File: config.mk
export PLATFORM = sky130hd
export DESIGN_NAME = alu_issue_stage
export DESIGN_NICKNAME = d
export VERILOG_FILES = /design/src/rtl/alu_issue_stage.sv
export SDC_FILE = /design/constraint.sdc
export NUM_CORES = 1
export LEC_CHECK = 0
export BUFFER_PORTS_ARGS = -buffer_cell sky130_fd_sc_hd__buf_2
export CORE_AREA = 2 2 196 198
export CTS_CLUSTER_DIAMETER = 120
export DETAILED_ROUTE_END_ITERATION = 12
export DIE_AREA = 0 0 198 200
export PLACE_DENSITY = 0.75
export SYNTH_ARGS = -nofsm -noshare
export SYNTH_HDL_FRONTEND = slang
export SYNTH_SLANG_ARGS = --single-unit
File: constraint.sdc
create_clock -name clk -period 2.5 [get_ports clk]
set_clock_uncertainty 0.15 [all_clocks]
set_input_delay 0.375 -clock clk [delete_from_list [all_inputs] [get_ports clk]]
set_output_delay 0.375 -clock clk [all_outputs]
set_load 0.02 [all_outputs]
File: src/rtl/alu_issue_stage.sv
// Operand-fetch / issue / writeback stage in front of the 32-bit ALU.
// Holds a small register file and runs one command at a time: IDLE -> EXEC -> RESP.
module alu_issue_stage #(
  parameter int ADDR_W = 3
) (
  input  logic              clk,
  input  logic              rst_n,
  input  logic              cmd_valid,
  output logic              cmd_ready,
  input  logic [2:0]        cmd_op,
  input  logic [ADDR_W-1:0] cmd_rd,
  input  logic [ADDR_W-1:0] cmd_rs1,
  input  logic [ADDR_W-1:0] cmd_rs2,
  input  logic              cmd_imm_en,
  input  logic [31:0]       cmd_imm,
  input  logic              wr_en,
  input  logic [ADDR_W-1:0] wr_addr,
  input  logic [31:0]       wr_data,
  output logic [31:0]       alu_a,
  output logic [31:0]       alu_b,
  output logic [2:0]        alu_f,
  input  logic [31:0]       alu_y,
  input  logic              alu_zero,
  output logic              res_valid,
  input  logic              res_ready,
  output logic [31:0]       res_data,
  output logic              res_zero,
  output logic [ADDR_W-1:0] res_rd,
  output logic              res_err,
  output logic [1:0]        dbg_state
);

  localparam int DEPTH = 1 << ADDR_W;

  typedef enum logic [1:0] {
    S_IDLE = 2'd0,
    S_EXEC = 2'd1,
    S_RESP = 2'd2
  } state_t;

  state_t              state;
  logic [31:0]         rf [DEPTH];
  logic [31:0]         op_a;
  logic [31:0]         op_b;
  logic [2:0]          op_f;
  logic [ADDR_W-1:0]   op_rd;
  logic                accept;
  logic                op_legal;
  logic                wb_en;

  // Both handshakes: a transfer happens at a rising edge where valid and ready
  // are both high; a producer holds valid and its payload until that edge.
  assign cmd_ready = rst_n && (state == S_IDLE);
  assign accept    = cmd_valid && cmd_ready;
  assign op_legal  = !(op_f inside {3'd3, 3'd4, 3'd5});
  assign wb_en     = (state == S_EXEC) && op_legal && (op_rd != '0);

  assign alu_a     = (state == S_EXEC) ? op_a : '0;
  assign alu_b     = (state == S_EXEC) ? op_b : '0;
  assign alu_f     = (state == S_EXEC) ? op_f : '0;
  assign dbg_state = state;

  // Entry 0 is never written, so it reads as zero without a read-side mux.
  // The writeback assignment comes last so it wins a same-edge collision.
  always_ff @(posedge clk or negedge rst_n) begin
    if (!rst_n) begin
      for (int i = 0; i < DEPTH; i++) rf[i] <= '0;
    end else begin
      if (wr_en && (wr_addr != '0)) rf[wr_addr] <= wr_data;
      if (wb_en) rf[op_rd] <= alu_y;
    end
  end

  always_ff @(posedge clk or negedge rst_n) begin
    if (!rst_n) begin
      state     <= S_IDLE;
      op_a      <= '0;
      op_b      <= '0;
      op_f      <= '0;
      op_rd     <= '0;
      res_valid <= 1'b0;
      res_data  <= '0;
      res_zero  <= 1'b0;
      res_rd    <= '0;
      res_err   <= 1'b0;
    end else begin
      case (state)
        S_IDLE: begin
          if (accept) begin
            op_a  <= rf[cmd_rs1];
            op_b  <= cmd_imm_en ? cmd_imm : rf[cmd_rs2];
            op_f  <= cmd_op;
            op_rd <= cmd_rd;
            state <= S_EXEC;
          end
        end
        S_EXEC: begin
          res_data  <= alu_y;
          res_zero  <= alu_zero;
          res_err   <= !op_legal;
          res_rd    <= op_rd;
          res_valid <= 1'b1;
          state     <= S_RESP;
        end
        S_RESP: begin
          if (res_ready) begin
            res_valid <= 1'b0;
            state     <= S_IDLE;
          end
        end
        default: begin
          res_valid <= 1'b0;
          state     <= S_IDLE;
        end
      endcase
    end
  end

endmodule
==> summary.txt <==
Netlist area before placement: 20500 sq um
Y dimension of the die: 200 microns
Largest net degree at the start of global routing: 95
Worst Tran Pin Value: 0.793 ns
Launching element type of the critical path: register
Critical path class: reg2out
Post-route antenna net violation count: 0
TritonCTS buffer count: 42
Endpoints failing hold: 0
Cell count after placement: 2087
Required @ worst endpoint: 1.98 ns
Routed via count divided by cell count: 6.07
Yosys warning total: 0
Number of sinks handled by clock tree synthesis: 366
Share of the yosys chip area belonging to registers: 44.8%
Share of final-layout standard cells stronger than drive strength 1: 55.6%
Cell type with the highest occurrence count on the critical path: sky130_fd_sc_hd__buf_12
Weighted congestion at the end of routability-driven global placement: 0.781
Number of global-route vias before repair: 13744
Count of mapped cells out of synthesis: 1452
Post-synthesis sequential element count: 366
Achievable frequency: 408 MHz
Worst voltage drop across the vdd grid: 619 uV
End-of-flow core utilization: 64.6%
Family of cells with the greatest summed delay on the critical path: buffers and inverters
Cell at the root of the clock tree: sky130_fd_sc_hd__clkbuf_16
Worst-case setup slack after placement: 0.313 ns
CTS H-tree depth: 2
Average cell area after synthesis: 14.1 sq um
Io pins: 226
Count of cell types in the netlist: 25
Clock Latency Late Sink: 0.56 ns
Cells traversed along the worst timing path: nor2b_4, buf_12, buf_12, and2_1, buf_2
Row cnt: 71
Status: finished clean
Antenna violations before repair: 6
Total DRC errors in the routed layout: 0
Total core area: 37400 sq um
Die X: 198 microns
Final Setup Violations: 0
Detailed Place HPWL: 32300 microns
Number of max-cap violations: 0
Initial Util: 54.7%
First-pass GRT wire length: 82100 microns
Share of the cycle needed by the critical path after routing: 97.9%
Iter 0 DRT Violations: 726
Syn nets: 1570
Minimum setup slack in the final design: 0.0513 ns
Clock tree from TritonCTS: yes
Area of the die: 39600 sq um
Critical path's slowest cell: sky130_fd_sc_hd__dfrtp_2
First-pass detailed-route iteration total: 5
Clk slew on worst S/H paths: 0.06 ns
Worst path arrival time: 1.92 ns
Total global routing track utilization: 27.4%
Max-slew headroom: 47.2%
Worst path max stage delay: 0.49 ns
Vias post-DR: 13357
Peak fanout along the critical path: 28
Wire per inst: 24.4 microns
Number of pins with negative max-slew slack in the final report: 0
Syn-to-layout area delta: 18.1%
Number of I/O port buffers: 225
Worst-case hold slack: 0.0172 ns
Final standard cell count with taps included and fillers excluded: 2200
Total grt overflow: 0
Total power divided by cell area: 927 nW/um^2
Overall routed net length: 53600 microns
Final min period: 2.45 ns
Worst Path Buf+Inv: 3
Hold WC Path Type: in2reg
Static power due to leakage: 10.4 nW
Maximum number of buffers from clock root to sink: 3
Final #Nets: 1770
Sort of element at the end of the critical path: output port
[power breakdown]
| part | switching (mW) | leakage [nW] | total [mW] | internal [mW] |
|---|---|---|---|---|
| registers | 1.39 | 4.34 | 9.37 | 7.98 |
| clock network | 2.52 | 0.707 | 6.24 | 3.73 |
| logic | 2.63 | 5.34 | 6.77 | 4.14 |
[path summary, 6_finish.rpt]
| path | to | cells after the start | slack (ns) | startpoint |
|---|---|---|---|---|
| min in group asynchronous | res_valid$_DFFE_PN0P_ | 3 | 0.30 | rst_n |
| worst max register to register | op_b[13]$_DFFE_PN0P_ | 6 | 0.29 | dbg_state[0]$_DFFE_PN0P_ |
| worst min register to register | rf[229]$_DFF_PN0_ | 0 | 0.24 | rf[229]$_DFF_PN0_ |
| max in group asynchronous | rf[140]$_DFF_PN0_ | 4 | 0.70 | rst_n |
| worst max-delay path | alu_a[0] | 5 | 0.05 | dbg_state[1]$_DFFE_PN0P_ |
| worst min-delay path | rf[74]$_DFF_PN0_ | 2 | 0.02 | alu_y[10] |
[Yosys cell counts (all sizes together)]
cell | n | area [sq um]
nor2b | 3 | 18.8
nand2b | 2 | 12.5
o21ai | 33 | 165
nand3b | 1 | 7.51
a21o | 1 | 7.51
and3b | 1 | 8.76
mux4 | 128 | 2880
buf | 81 | 408
nand4 | 8 | 50.1
and2 | 100 | 626
nor2 | 35 | 131
clkbuf | 64 | 240
nor3b | 2 | 20.0
mux2i | 96 | 961
dfrtp | 366 | 9160
mux2 | 490 | 5520
nor4bb | 4 | 40.0
o21a | 1 | 7.51
nand4b | 3 | 26.3
a21oi | 32 | 160
a31oi | 1 | 6.26
[cell type report]
cell class | count | area [sq um]
fill | 2731 | 13200
sequential | 366 | 9160
timing repair buffer | 301 | 2200
tap | 511 | 639
clock inverter | 11 | 63.8
clock buffer | 67 | 1360
antenna | 3 | 7.51
multi-input combinational | 941 | 10700
[state kept, by name, summed over array words and instances (netlist names)]
register	count
rf	256
op_a	32
op_b	32
res_data	32
op_f	3
op_rd	3
res_rd	3
dbg_state	2
res_err	1
res_valid	1
res_zero	1
[metal layers]
metal | GRT usage (%) | vias to the layer above | wire [microns]
li1 | - | 5832 | -
met1 | 37.6 | 7022 | 23300
met2 | 45.7 | 413 | 26000
met3 | 4.62 | 82 | 3120
met4 | 7.44 | 8 | 1160
met5 | 0 | - | 39
[metrics by stage]
stage	area [sq um]	total power [mW]	setup TNS, ns
after floorplan	20500	14.2	0
after global placement	22400	15.8	0
after detailed placement	22400	16.1	0
after CTS	24100	22.5	0
after global routing	24100	23.5	-0.0521
final	24200	22.4	0
[layout by cell type (no fill, tap or decap), types with 2 or more instances in the layout]
| master | Yosys | routed |
|---|---|---|
| sky130_fd_sc_hd__mux2_2 | 454 | 454 |
| sky130_fd_sc_hd__dfrtp_1 | 366 | 364 |
| sky130_fd_sc_hd__buf_2 | 59 | 220 |
| sky130_fd_sc_hd__mux4_2 | 128 | 128 |
| sky130_fd_sc_hd__and2_1 | 100 | 99 |
| sky130_fd_sc_hd__mux2i_1 | 96 | 96 |
| sky130_fd_sc_hd__clkbuf_16 | 0 | 46 |
| sky130_fd_sc_hd__mux2_1 | 36 | 36 |
| sky130_fd_sc_hd__nor2_1 | 35 | 35 |
| sky130_fd_sc_hd__o21ai_0 | 33 | 33 |
| sky130_fd_sc_hd__a21oi_1 | 32 | 32 |
| sky130_fd_sc_hd__buf_12 | 0 | 32 |
| sky130_fd_sc_hd__dlygate4sd3_1 | 0 | 27 |
| sky130_fd_sc_hd__buf_4 | 8 | 20 |
| sky130_fd_sc_hd__clkbuf_8 | 0 | 15 |
| sky130_fd_sc_hd__nand4_1 | 8 | 8 |
| sky130_fd_sc_hd__clkinv_2 | 0 | 8 |
| sky130_fd_sc_hd__clkbuf_1 | 64 | 7 |
| sky130_fd_sc_hd__nor4bb_4 | 0 | 4 |
| sky130_fd_sc_hd__diode_2 | 0 | 3 |
| sky130_fd_sc_hd__nand4b_1 | 3 | 3 |
| sky130_fd_sc_hd__nor2b_1 | 3 | 2 |
| sky130_fd_sc_hd__clkinvlp_4 | 0 | 2 |
| sky130_fd_sc_hd__dfrtp_2 | 0 | 2 |
[repair_timing]
item                                    CTS  global route
endpoints found under the setup margin   57             5
gates resized for setup                   3             0
hold buffers                             27             0
setup buffers                             0             4
cloned                                    0             1
endpoints found under the hold margin   103             0
[cell families after synthesis]
group | count (synthesis) | share of synthesized area [%]
AND/OR/NAND/NOR | 159 | 4.60
AO/OA/AOI/OAI | 68 | 1.69
flip-flops | 366 | 44.8
buffers and inverters | 145 | 3.17
multiplexers | 714 | 45.8
(Power assumes the default switching activity.)
